--- src/rtl/dmem_bram_pkg.sv ---
// Shared types, byte-write-enable encodings and the WRITE_FIRST lane merge
// used by dmem_bram and by the data-memory controller's bench.
package dmem_bram_pkg;

   typedef logic [31:0] word_t;

   localparam logic [3:0] WE_NONE = 4'b0000;
   localparam logic [3:0] WE_B0   = 4'b0001;
   localparam logic [3:0] WE_B1   = 4'b0010;
   localparam logic [3:0] WE_B2   = 4'b0100;
   localparam logic [3:0] WE_B3   = 4'b1000;
   localparam logic [3:0] WE_H0   = 4'b0011;
   localparam logic [3:0] WE_H1   = 4'b1100;
   localparam logic [3:0] WE_W    = 4'b1111;

   // Lanes with we set take the new byte, the rest keep the stored byte.
   function automatic word_t merge_lanes(word_t old_w, word_t din, logic [3:0] we);
      word_t res;
      res = old_w;
      for (int i = 0; i < 4; i++) begin
         if (we[i]) res[8*i +: 8] = din[8*i +: 8];
      end
      return res;
   endfunction

endpackage

--- src/rtl/dmem_bram_if.sv ---
// BRAM port between the data-memory controller (master) and dmem_bram (slave).
interface dmem_bram_if;
   import dmem_bram_pkg::*;

   // bram_en qualifies a request; there is no ready, the responder accepts every
   // enabled cycle. bram_dout/bram_oor update only on enabled edges and hold otherwise.
   logic        bram_en;
   logic [3:0]  bram_we;
   logic [31:0] bram_addr;
   word_t       bram_din;
   word_t       bram_dout;
   logic        bram_oor;

   modport master (
      output bram_en, bram_we, bram_addr, bram_din,
      input  bram_dout, bram_oor
   );

   modport slave (
      input  bram_en, bram_we, bram_addr, bram_din,
      output bram_dout, bram_oor
   );

endinterface

--- src/rtl/dmem_bram_out_pipe.sv ---
// One- or two-stage registered read-data/oor pipeline; stages load only on
// enabled edges and are flushed by reset.
module dmem_bram_out_pipe
   import dmem_bram_pkg::*;
#(
   parameter int READ_LATENCY = 1
) (
   input  logic  clk,
   input  logic  reset_n,
   input  logic  en,
   input  word_t data,
   input  logic  oor,
   output word_t q_data,
   output logic  q_oor
);

   word_t s1_data;
   logic  s1_oor;

   always_ff @(posedge clk) begin
      if (!reset_n) begin
         s1_data <= '0;
         s1_oor  <= 1'b0;
      end else if (en) begin
         s1_data <= data;
         s1_oor  <= oor;
      end
   end

   if (READ_LATENCY == 2) begin : g_lat2
      word_t s2_data;
      logic  s2_oor;

      always_ff @(posedge clk) begin
         if (!reset_n) begin
            s2_data <= '0;
            s2_oor  <= 1'b0;
         end else if (en) begin
            s2_data <= s1_data;
            s2_oor  <= s1_oor;
         end
      end

      assign q_data = s2_data;
      assign q_oor  = s2_oor;
   end else begin : g_lat1
      assign q_data = s1_data;
      assign q_oor  = s1_oor;
   end

endmodule

--- src/rtl/dmem_bram.sv ---
// Byte-write-enabled single-port WRITE_FIRST RAM, word addressed.
// Optional access counters when DMEM_BRAM_STATS_EN is defined.
module dmem_bram
   import dmem_bram_pkg::*;
#(
   parameter int DEPTH        = 32,
   parameter int READ_LATENCY = 1
) (
   input  logic          clk,
   input  logic          reset_n,
   dmem_bram_if.slave    bus
`ifdef DMEM_BRAM_STATS_EN
   ,
   output logic [15:0]   rd_count,
   output logic [15:0]   wr_count
`endif
);

   localparam int AW = $clog2(DEPTH);

   word_t           mem [DEPTH];
   logic [AW-1:0]   idx;
   logic            in_range;
   logic            access;
   word_t           rd_word;

   assign idx      = bus.bram_addr[AW-1:0];
   assign in_range = (bus.bram_addr[31:AW] == '0);
   assign access   = reset_n && bus.bram_en;

   // mem[idx] is the pre-edge contents, so merging din gives the WRITE_FIRST word.
   assign rd_word = in_range ? merge_lanes(mem[idx], bus.bram_din, bus.bram_we) : '0;

   always_ff @(posedge clk) begin
      if (access && in_range) begin
         for (int i = 0; i < 4; i++) begin
            if (bus.bram_we[i]) mem[idx][8*i +: 8] <= bus.bram_din[8*i +: 8];
         end
      end
   end

   dmem_bram_out_pipe #(
      .READ_LATENCY (READ_LATENCY)
   ) u_out_pipe (
      .clk     (clk),
      .reset_n (reset_n),
      .en      (bus.bram_en),
      .data    (rd_word),
      .oor     (!in_range),
      .q_data  (bus.bram_dout),
      .q_oor   (bus.bram_oor)
   );

`ifdef DMEM_BRAM_STATS_EN
   always_ff @(posedge clk) begin
      if (!reset_n) begin
         rd_count <= '0;
         wr_count <= '0;
      end else if (bus.bram_en && in_range) begin
         if (bus.bram_we == WE_NONE) rd_count <= rd_count + 16'd1;
         else                        wr_count <= wr_count + 16'd1;
      end
   end
`endif

endmodule

--- src/flat_wrapper.sv ---
// flat-port wrapper written by rule: the top's interface ports become plain ports
module dmem_bram_flat import dmem_bram_pkg::*;
#(
   parameter int DEPTH        = 32,
   parameter int READ_LATENCY = 1
)
  (clk, reset_n, bus_bram_en, bus_bram_we, bus_bram_addr, bus_bram_din, bus_bram_dout, bus_bram_oor);
  dmem_bram_if bus_i ();
  input  logic clk;
  input  logic reset_n;
  input wire logic [$bits(bus_i.bram_en)-1:0] bus_bram_en;
  input wire logic [$bits(bus_i.bram_we)-1:0] bus_bram_we;
  input wire logic [$bits(bus_i.bram_addr)-1:0] bus_bram_addr;
  input wire logic [$bits(bus_i.bram_din)-1:0] bus_bram_din;
  output wire logic [$bits(bus_i.bram_dout)-1:0] bus_bram_dout;
  output wire logic [$bits(bus_i.bram_oor)-1:0] bus_bram_oor;
  assign bus_i.bram_en = bus_bram_en;
  assign bus_i.bram_we = bus_bram_we;
  assign bus_i.bram_addr = bus_bram_addr;
  assign bus_i.bram_din = bus_bram_din;
  assign bus_bram_dout = bus_i.bram_dout;
  assign bus_bram_oor = bus_i.bram_oor;
  dmem_bram #(.DEPTH(DEPTH), .READ_LATENCY(READ_LATENCY)) u_core (.clk(clk), .reset_n(reset_n), .bus(bus_i));
endmodule
--- config.mk ---
export PLATFORM = sky130hd
export DESIGN_NAME = dmem_bram_flat
export DESIGN_NICKNAME = d
export VERILOG_FILES = /design/src/rtl/dmem_bram_pkg.sv /design/src/rtl/dmem_bram_if.sv /design/src/rtl/dmem_bram_out_pipe.sv /design/src/rtl/dmem_bram.sv /design/src/flat_wrapper.sv
export SDC_FILE = /design/constraint.sdc
export NUM_CORES = 1
export LEC_CHECK = 0
export ABC_AREA = 0
export CORE_AREA = 2 2 382 384
export DETAILED_ROUTE_END_ITERATION = 12
export DIE_AREA = 0 0 384 386
export GPL_TIMING_DRIVEN = 1
export PLACE_DENSITY = 0.51
export SYNTH_ARGS = -nofsm -noshare
export SYNTH_HDL_FRONTEND = slang
export SYNTH_SLANG_ARGS = --single-unit
--- constraint.sdc ---
create_clock -name clk -period 3.2 [get_ports clk]
set_clock_uncertainty 0.1 [all_clocks]
set_input_delay 0.32 -clock clk [delete_from_list [all_inputs] [get_ports clk]]
set_output_delay 0.32 -clock clk [all_outputs]
set_load 0.02 [all_outputs]
== After elaboration in Yosys (flattened, before gate mapping) ==
Memory sizes are Yosys's and may differ from the RTL's.
Cells that the tools add are included.

* Muxes and demuxes: 17
* Reductions and logical operators: 4

{| class="wikitable"
|+ Operator list
! kind !! number
|-
| $mux 32 || 1
|-
| $mux 8 || 4
|-
| $logic_not 27->1 || 1
|-
| $mux 1 || 12
|-
| $logic_and 1x1->1 || 2
|-
| $logic_not 1->1 || 1
|}

* Register bits: 33
* Bits in writable memories: 1024
* Bits of input ports: 71
* Output and inout port bits: 33
* Memories: 1

{| class="wikitable"
|+ Memory list
! memory !! depth !! width !! rd ports !! clocked after Yosys merged registers in !! write ports !! line !! text
|-
| u_core.mem || 32 || 32 || 1 || 0 || 1 || dmem_bram.sv:21 || <nowiki>word_t mem [DEPTH];</nowiki>
|}

== Longest topological paths before layout ==
Gate-level depths: netlist of the first run.

* Depth in word-level cells: 4
* Depth in mapped cells: 9

== By module ==
A second synthesis of the first run with hierarchy kept.

* Cell total of the unflattened synthesis: 2113
* Area total of the unflattened synthesis: 41444.7 um2

{| class="wikitable"
|+ Modules (own cells, without submodules)
! module !! times used !! cells an instance !! area an instance (um2)
|-
| dmem_bram || 1 || 2007 || 40164.8
|-
| dmem_bram_out_pipe || 1 || 106 || 1280.0
|}

== Worst setup path before layout of the first run ==
Ideal clock, no wire load.

* Path kind: input to register
* Start: input bus_bram_addr[1]
* End: memory u_core.mem[28][0] (netlist name) (enable)
* Arrival time: 1.930 ns
* Setup slack: 0.799 ns
* Cell stages on the path: 8
* Buffers on the path: 5
* Cells stage by stage: buf_2 buf_6 buf_6 buf_4 buf_4 nor2_1 nand2_1 nor2_1

{| class="wikitable"
|+ RTL lines
! what !! line !! text
|-
| start: declaration || flat_wrapper.sv:13 || <nowiki>input wire logic [$bits(bus_i.bram_addr)-1:0] bus_bram_addr;</nowiki>
|-
| end: declaration || dmem_bram.sv:21 ||
|}

No word-level cell before the write port.

== Final worst setup path of the first run ==
* Start: input bus_bram_addr[3]
* End: memory u_core.mem[14][2] (netlist name) (enable)

No word-level cell before the write port.

==> impl_results.md, run 1 <==
* Initial antenna violation count at 3
* Critical path arrival at approximately 2.9 ns
* Ys flop type: edfxtp_1
* Vias per Instance at 4.94
* Number of global-route vias before repair at between 20000 and 25000
* Input/output buffers at between 100 and 150
* Synth Area in Compound Gates at 0.0379
* Area delta synth->final at 21.7%
* Post-synth EDFFs at around 1000
* Reg clk slew, reported paths at about 0.06 ns
* Combinational power share at 0.049
* Total CTS buffers at between 100 and 150
* Average wire per standard cell at between 20 and 30 um
* Slew Limit Fails at 0
* Final setup viols at 0
* Maximum clock path buffer count at 3
* Sequential element share of the synthesized area at 0.755
* Drt first pass iters at 5
* Nets@finish at around 2800
* Initial Util at 0.288
* Crit path cell chain: clkdlybuf4s50_1 > buf_12 > and3_1 > nand2_1 > nor2_1 > buf_4
* Post-Layout Cell Count at 4733
* Total GRT Usage at 0.167
* Min Tclk post-route at between 2 and 3 ns
* Number of synthesized register bits at roughly 1100
* HP Class: in2reg
* Top cell type's share of synthesized area at 0.739
* Synth unique cells at between 50 and 60
* DRT iter0 DRCs at between 2000 and 2500
* Synthesized Nets at ~2400
* Largest family of logic cells by synthesized area: multiplexers
* Total grt overflow at 0
* Post-route ant nets at 0
* # DRC at 0
* Most numerous cell in the Yosys netlist: edfxtp_1
* Total negative slack at 0 ns
* Post-CTS Setup Inserts at 0
* Max_slew headroom at 0.375
* Multiplexer share of the synthesized area at 0.137
* CP Data Required Time at ~3.5 ns
* Xor and xnor area share after synthesis at 0
* Fraction of registers with async set or reset after synthesis at 0
* Later-pin clock latency in the skew report at approximately 0.70 ns
* Clock Tree Root: clkbuf_16
* Synth top area cells: edfxtp_1 74%, mux2i_1 7.3%, mux4_2 5.5%
* Worst VDD drop at ~0.41 mV
* Leak Pwr at 16.9 nW
* Met1 Use GR at 0.230
* Sequential Power Share at 0.511
* Critical path class: in2reg
* Die height at ~390 um
* DIE AREA at 148000 um2
* Cell count after synthesis at roughly 2300
* Final hold violations at 0
* First-pass GRT wire length at 177000 um
* Post-synth design cell area at 41600 um2
* Period utilization at 0.798
* CP Max Fanout at 29
* Synth area leader: edfxtp_1
* Core area at between 100000 and 150000 um2
* Max-cap viol count at 0
* TritonCTS Sinks at 1057
* Gr busiest metal: met2
* Startpoint types: primary input
* Largest net degree at the start of global routing at 65
* Worst Setup End Kind: register
* Dpl cells at 4532
* YS warnings at 0
* CTS tree: done
* Delay-heaviest family, CP: simple AND/OR/NAND/NOR gates
* WL final at 125000 um
* Post-DP HPWL at approximately 87000 um
* Post-synthesis adder-cell area fraction at 0
* P per Cell Area at roughly 600 nW/um2
* Worst path slowest cell: and3_1
* Vias at around 23000
* CP bufs+invs at 3
* Cell internal pwr at between 20 and 25 mW
* H-tree depth at 3
* Layout cells sized above 1 at 0.231
* Unrepaired setup endpoints after global routing: no
* Switching Share at 0.211
* Post-synth top cells: 1024 x edfxtp_1, 305 x mux2i_1, 205 x nor2_1
* Grt met2 use at 0.268
* Synthesized area per cell at 17.9 um2
* RD Place Congestion at 0.875
* Synth Area in Simple Gates at 0.0512
* Met3 Resource Use GR at 0.0303
* Least-Margin Pin Slew at about 0.94 ns
* Outcome: finished, final reports clean
* Clk pwr share at 0.440
* F_max at 392 MHz
* CP max stage delay at ~0.63 ns
* # rows at 140
* I/O pin cnt at between 100 and 150
* Psw at between 6 and 7 mW
* Die width at between 300 and 400 um
-- worst reg2reg max path, cell delays in order, from the launching register on --
cell and delay, ns:
edfxtp_1 0.36, mux2i_1 0.33, o22ai_1 0.20, nor4_1 0.40, buf_4 0.19, nand4_1 0.09, o221a_2 0.24
-- metal layers --
layer | up-vias | routed length (um)
li1 | 10072 | -
met1 | 12185 | 54500
met2 | 953 | 58800
met3 | 191 | 8450
met4 | 0 | 3320
met5 | - | 0
-- stage by stage --
stage	area [um2]	power, mW	utilization	hold WS, ns	worst slack (ns)
6_report	50600	29.6	0.350	0.272	0.647
5_1_grt	50600	30.5	0.350	0.274	0.675
4_1_cts	50600	29.9	0.350	0.262	0.772
3_5_place_dp	46900	16.9	0.325	0.516	0.0381
3_3_place_gp	46900	16.9	0.325	0.537	0.0165
2_1_floorplan	41600	16.1	-	0.319	0.799
-- cell usage in the layout (no fill, tap or decap), types with 5 or more instances in the layout --
| cell type | synthesis | layout |
|---|---|---|
| clkbuf_16 | 0 | 106 |
| clkinv_1 | 0 | 9 |
| o21ai_0 | 44 | 44 |
| nor3_1 | 32 | 30 |
| mux2_2 | 24 | 24 |
| nand3_2 | 4 | 5 |
| edfxtp_1 | 1024 | 1024 |
| buf_4 | 29 | 314 |
| clkinvlp_4 | 0 | 10 |
| clkbuf_1 | 42 | 15 |
| a21oi_1 | 6 | 6 |
| nor4_1 | 34 | 34 |
| mux2i_1 | 305 | 305 |
| bufinv_16 | 0 | 16 |
| nor2b_1 | 61 | 60 |
| nand2b_1 | 7 | 7 |
| clkinv_4 | 0 | 5 |
| clkdlybuf4s50_1 | 0 | 97 |
| clkinv_2 | 0 | 16 |
| nand2_1 | 63 | 63 |
| o22ai_1 | 119 | 119 |
| nor2_1 | 205 | 205 |
| buf_12 | 0 | 15 |
| dfxtp_1 | 33 | 33 |
| a31oi_1 | 26 | 26 |
| a211oi_1 | 26 | 26 |
| clkbuf_8 | 0 | 12 |
| nand3_1 | 6 | 5 |
| o21ai_1 | 10 | 10 |
| mux4_2 | 101 | 101 |
-- cell families (layout without fill, tap and decap cells) --
family                 Yosys count  in the layout
AO/OA/AOI/OAI                  251            251
other                            0              3
flip-flops                    1057           1057
AND/OR/NAND/NOR                439            439
multiplexers                   434            434
buffers and inverters          140            632
-- power groups by stage --
stage                     Combinational (mW)  Sequential [mW]  Clock, mW
after floorplan                        0.655             15.5          0
final                                   1.45             15.2       13.0
after global placement                  1.45             15.5          0
after CTS                               1.46             15.2       13.2
after global routing                    1.53             15.2       13.8
after detailed placement                1.46             15.5          0
-- worst paths after layout --
check / startpoint / endpoint / slack (ns) / depth (start not counted)
worst max-delay path: bus_bram_addr[3] / u_core.mem[14][2]$_DFFE_PP_ / 0.65 / 6
worst min-delay path: bus_bram_din[12] / u_core.mem[30][12]$_DFFE_PP_ / 0.27 / 1
worst max register to register: u_core.mem[30][31]$_DFFE_PP_ / u_core.u_out_pipe.q_data[31]$_SDFFE_PN0P_ / 1.18 / 6
worst min register to register: u_core.u_out_pipe.q_oor$_SDFFE_PN0P_ / u_core.u_out_pipe.q_oor$_SDFFE_PN0P_ / 0.53 / 2
-- layout make-up --
class	instances	area (um2)
inverters	3	11.3
flip-flops and latches	1057	31400
multi-input cells	1124	9440
diodes	3	7.51
repair buffers	432	3680
well taps	1917	2400
clock inverters	64	825
fillers	13540	93900
clock buffers	133	2870
-- timing repair --
item,in CTS,in global routing
hold buffers,1,0
endpoints found under the hold margin,1,0
resized for setup,0,0
-- registers in the layout, indices dropped and copies added (netlist names) --
| name | cells |
|---|---|
| u_core.u_out_pipe.q_oor | 1 |
| u_core.u_out_pipe.q_data | 32 |
| u_core.mem | 1024 |
Note: power is estimated with default switching activity, not from simulation.
==> inputs of run 2 (changes only) <==
--- a/config.mk
+++ b/config.mk
@@ -10,7 +10,7 @@
 export DETAILED_ROUTE_END_ITERATION = 12
 export DIE_AREA = 0 0 384 386
 export GPL_TIMING_DRIVEN = 1
-export PLACE_DENSITY = 0.51
+export PLACE_DENSITY = 0.53
 export SYNTH_ARGS = -nofsm -noshare
 export SYNTH_HDL_FRONTEND = slang
 export SYNTH_SLANG_ARGS = --single-unit
==> constraint.sdc (replaced) <==
create_clock -name clk -period 2.25 [get_ports clk]
set_clock_uncertainty 0.1 [all_clocks]
set_input_delay 0.225 -clock clk [delete_from_list [all_inputs] [get_ports clk]]
set_output_delay 0.225 -clock clk [all_outputs]
set_load 0.02 [all_outputs]
==> impl_results.md, run 2 (same netlist as run 1, synthesis figures left out) <==
* Total negative slack at 0 ns
* Core area at approximately 140000 um2
* Gr busiest metal: met2
* # DRC at 0
* Total CTS buffers at about 110
* Initial Util at 0.288
* Period utilization at 0.996
* Unrepaired setup endpoints after global routing: no
* Worst Setup End Kind: register
* WL final at roughly 130000 um
* Later-pin clock latency in the skew report at ~0.7 ns
* Crit path cell chain: clkdlybuf4s50_1 > buf_12 > nor2b_4 > and2_1 > nand2_1 > buf_4 > nor2_1 > buf_4
* Delay-heaviest family, CP: buffers and inverters
* Initial antenna violation count at 9
* RD Place Congestion at 0.894
* H-tree depth at 3
* Maximum clock path buffer count at 3
* DIE AREA at ~150000 um2
* Least-Margin Pin Slew at 0.709 ns
* Max reg flops at about 1000
* FF/Latch Area at 31400 um2
* # rows at 140
* Critical path class: in2reg
* CP bufs+invs at 4
* Max_slew headroom at 0.527
* Slew Limit Fails at 0
* Fillers at around 13000
* HP Class: in2reg
* Pre-CTS WS at -0.549 ns
* Switching Share at 0.209
* Clock Tree Root: clkbuf_16
* Nets@finish at a little under 3000
* Most frequent cells in the layout: 1024 x edfxtp_1, 421 x buf_4, 305 x mux2i_1, 119 x o22ai_1, 118 x nor2_1
* Outcome: finished, final reports clean
* P per Cell Area at about 790 nW/um2
* Drt first pass iters at 6
* Post-CTS Setup Inserts at 0
* Post-DP HPWL at around 90000 um
* Startpoint types: primary input
* Clk pwr share at 0.426
* CP Data Required Time at approximately 2.5 ns
* Layout cells sized above 1 at 0.300
* Biggest register: u_core.mem
* Met3 Resource Use GR at 0.0232
* Reg2reg setup slack at approximately 0.16 ns
* Final hold violations at 0
* Cell internal pwr at between 30 and 40 mW
* Reg clk slew, reported paths at about 0.06 ns
* Leak Pwr at around 18 nW
* Min Tclk post-route at around 2.2 ns
* Largest net degree at the start of global routing at 39
* Most frequent cell on the critical path: buf_4
* Area delta synth->final at 26.9%
* Worst path slowest cell: clkdlybuf4s50_1
* Combinational power share at 0.055
* TritonCTS Sinks at 1057
* Average wire per standard cell at ~26 um
* I/O pin cnt at 104
* Critical path arrival at between 2 and 3 ns
* Input/output buffers at 103
* Commonest non-fill, non-tap cell in the layout: edfxtp_1
* Multi-input gate area at 9660 um2
* Number of global-route vias before repair at ~25000
* Final setup viols at 0
* Post-route ant nets at 0
* Met1 Use GR at 0.235
* Vias at ~24000
* CP Max Fanout at 12
* Max-cap viol count at 0
* DRT iter0 DRCs at around 2900
* Psw at between 8 and 9 mW
* CP max stage delay at between 0.5 and 0.6 ns
* Worst VDD drop at ~0.57 mV
* First-pass GRT wire length at around 180000 um
* Total grt overflow at 0
* F_max at about 450 MHz
* Grt met2 use at 0.278
* Die width at about 380 um
* Die height at 386 um
* Sequential Power Share at 0.519
* Setup ws final at around 0.0084 ns
* Total GRT Usage at 0.170
* CTS tree: done
* Vias per Instance at 4.91
run 2: cell count changes in the layout (fill, tap and decap cells not counted), sizes merged:
| cell | delta |
|---|---|
| buf | +173 |
| clkinv | +7 |
| bufinv | -4 |
| clkbuf | -4 |
| clkinvlp | -2 |
| inv | -2 |
run 2: worst reg2reg max path: stages, from the launching register on:
cell and delay, ns:
edfxtp_1 0.39, mux4_2 0.49, mux2i_1 0.15, nor2_1 0.05, a221oi_1 0.48, buf_4 0.20, a31oi_1 0.08
run 2: metrics by stage:
stage,cells,utilization,power [mW],instance area (um2),hold WS [ns]
2_1_floorplan,2321,-,22.9,41800,0.224
3_3_place_gp,4705,0.341,24.3,49300,0.492
3_5_place_dp,4705,0.341,24.3,49300,0.489
4_1_cts,4898,0.365,41.9,52800,0.166
5_1_grt,4898,0.365,42.8,52800,0.229
6_report,4901,0.365,41.6,52800,0.213
run 2: repair_timing:
item,in CTS,in global routing
endpoints found under the setup margin,1,0
endpoints found under the hold margin,24,0
resized for setup,1,0
hold buffers,1,0
run 2: layout make-up:
| cell class | instances | share of cell area |
|---|---|---|
| multi-input combinational | 1124 | 0.183 |
| antenna | 3 | 0.000142 |
| clock inverter | 63 | 0.0121 |
| inverter | 3 | 0.000213 |
| timing repair buffer | 605 | 0.110 |
| tap | 1917 | 0.0454 |
| sequential | 1057 | 0.595 |
| clock buffer | 129 | 0.0542 |
run 2: metal layers:
| metal | vias up | share of wire |
|---|---|---|
| li1 | 10410 | - |
| met1 | 12538 | 0.44 |
| met2 | 935 | 0.48 |
| met3 | 154 | 0.060 |
| met4 | 4 | 0.024 |
| met5 | - | 0.00022 |
run 2: worst paths after layout:
check	start	end	cells after the start
min	bus_bram_en	u_core.u_out_pipe.q_oor$_SDFFE_PN0P_	4
min reg2reg	u_core.u_out_pipe.q_oor$_SDFFE_PN0P_	u_core.u_out_pipe.q_oor$_SDFFE_PN0P_	2
max	bus_bram_addr[3]	u_core.mem[27][3]$_DFFE_PP_	8
max reg2reg	u_core.mem[15][28]$_DFFE_PP_	u_core.u_out_pipe.q_data[28]$_SDFFE_PN0P_	6
run 2: power by group through the flow:
stage	sequential [mW]	combinational [mW]	clock (mW)
detailed placement	22.0	2.31	0
global placement	22.0	2.28	0
floorplan	22.0	0.936	0
CTS	21.6	2.31	18.0
finish	21.6	2.29	17.7
global route	21.5	2.41	18.8
==> inputs of run 3 (changes only) <==
--- a/config.mk
+++ b/config.mk
@@ -6,9 +6,9 @@
 export NUM_CORES = 1
 export LEC_CHECK = 0
 export ABC_AREA = 0
-export CORE_AREA = 2 2 382 384
+export CORE_AREA = 10 10 390 392
 export DETAILED_ROUTE_END_ITERATION = 12
-export DIE_AREA = 0 0 384 386
+export DIE_AREA = 0 0 400 402
 export GPL_TIMING_DRIVEN = 1
 export PLACE_DENSITY = 0.53
 export SYNTH_ARGS = -nofsm -noshare
==> impl_results.md, run 3 (same netlist as run 1, synthesis figures left out) <==
* Outcome: finished, final reports clean
* Worst VDD drop at 0.676 mV
* Final hold violations at 0
* CP max stage delay at between 0.6 and 0.7 ns
* Pre-CTS WS at -0.621 ns
* First-pass GRT wire length at 182000 um
* Worst path slowest cell: clkdlybuf4s50_1
* Min Tclk post-route at roughly 2.2 ns
* Delay-heaviest family, CP: buffers and inverters
* Least-Margin Pin Slew at roughly 0.67 ns
* Max reg flops at ~1000
* Worst r2r src: u_core.mem[7][28]$_DFFE_PP_
* Area delta synth->final at 26.9%
* Critical path origin: u_core.u_out_pipe.q_data[18]$_SDFFE_PN0P_
* Crit. path cell count at 1
* Clock Tree Root: clkbuf_16
* Final setup viols at 0
* HP Class: in2reg
* # rows at 140
* # DRC at 0
* Hold Path Origin: bus_bram_en
* DRT iter0 DRCs at 2387
* CP Data Required Time at around 1.9 ns
* Total CTS buffers at 109
* CP Max Fanout at 2
* Most frequent cells in the layout: 1024 x edfxtp_1, 387 x buf_4, 305 x mux2i_1, 119 x o22ai_1, 118 x nor2_1
* Slew Limit Fails at 0
* Total grt overflow at 0
* CTS tree: done
* Initial antenna violation count at 5
* Critical path arrival at ~1.9 ns
* Final instance area at approximately 53000 um2
* Critical path class: reg2out
* Maximum clock path buffer count at 3
* CP bufs+invs at 1
* I/O pin cnt at between 100 and 150
* Core area at roughly 140000 um2
* Setup ws final at between 0.02 and 0.03 ns
* Initial Util at 0.288
* Average wire per standard cell at ~26 um
* Drt first pass iters at 5
* Worst Hold Depth at 6
* Post-DP HPWL at a little over 90000 um
* H-tree depth at 3
* Largest net degree at the start of global routing at 39
* Die width at roughly 400 um
* Leak Pwr at roughly 18 nW
* Fillers at 13308
* Later-pin clock latency in the skew report at around 0.71 ns
* Crit path cell chain: clkdlybuf4s50_1
* Reg clk slew, reported paths at about 0.060 ns
* Input/output buffers at between 100 and 150
* Number of global-route vias before repair at ~25000
* F_max at 450 MHz
* Post-route ant nets at 0
* DIE AREA at between 150000 and 200000 um2
* Unrepaired setup endpoints after global routing: no
* RD Place Congestion at around 0.90
* Biggest register: u_core.mem
* Nets@finish at approximately 3000
* Worst Setup End Kind: primary output
* Period utilization at 0.988
* Layout cells sized above 1 at 0.297
* Vias per Instance at 4.95
* Area after DPL at 49000 um2
* Reg2reg path depth at 6
* Vias at roughly 24000
* WL final at about 130000 um
* Max-cap viol count at 0
* Total power at 42.5 mW
* Max_slew headroom at 0.554
* P per Cell Area at 805 nW/um2
* Die height at 402 um
* Total GRT Usage at 0.155
* Commonest non-fill, non-tap cell in the layout: edfxtp_1
* TritonCTS Sinks at 1057
* Startpoint types: register
* WHS at roughly 0.18 ns
[run 3: timing repair]
action	4_1_cts	5_1_grt
endpoints found under the hold margin	1	0
hold buffers	1	0
setup buffers	0	0
resized for setup	1	2
endpoints found under the setup margin	1	12
[run 3: through the flow]
step | setup TNS (ns) | std cells | util
after global routing | 0 | 4879 | 0.365
after global placement | -502.20 | 4671 | 0.339
after CTS | 0 | 4879 | 0.365
after floorplan | -12.99 | 2321 | -
final | 0 | 4880 | 0.365
after detailed placement | -567.66 | 4671 | 0.339
[run 3: cell type report]
class / instances / area [um2] / share of cell area
diodes: 1 / 2.50 / 0.0000474
clock buffers: 120 / 2790 / 0.0529
clock inverters: 87 / 960 / 0.0182
inverters: 3 / 11.3 / 0.000213
multi-input cells: 1124 / 9670 / 0.183
flip-flops and latches: 1057 / 31400 / 0.595
well taps: 1917 / 2400 / 0.0454
repair buffers: 571 / 5550 / 0.105
[run 3: where the power goes]
group	total (mW)	switching (mW)	leakage (nW)	internal, mW
clock	18.6	7.70	1.81	10.9
sequential	21.6	0.00168	9.47	21.6
combinational	2.27	1.36	6.48	0.911
[run 3: path summary, 6_finish.rpt]
path | end | slack (ns)
setup / recovery | bus_bram_dout[18] | 0.03
hold reg to reg | u_core.u_out_pipe.q_oor$_SDFFE_PN0P_ | 0.51
setup reg to reg | u_core.u_out_pipe.q_data[28]$_SDFFE_PN0P_ | 0.25
hold / removal | u_core.u_out_pipe.q_oor$_SDFFE_PN0P_ | 0.18
[run 3: routing by layer]
layer / part of all wire / track usage / vias up
li1: - / - / 10376
met1: 0.44 / 0.218 / 12584
met2: 0.47 / 0.247 / 1043
met3: 0.069 / 0.0253 / 173
met4: 0.025 / 0.0430 / 2
met5: 0.00010 / 0 / -
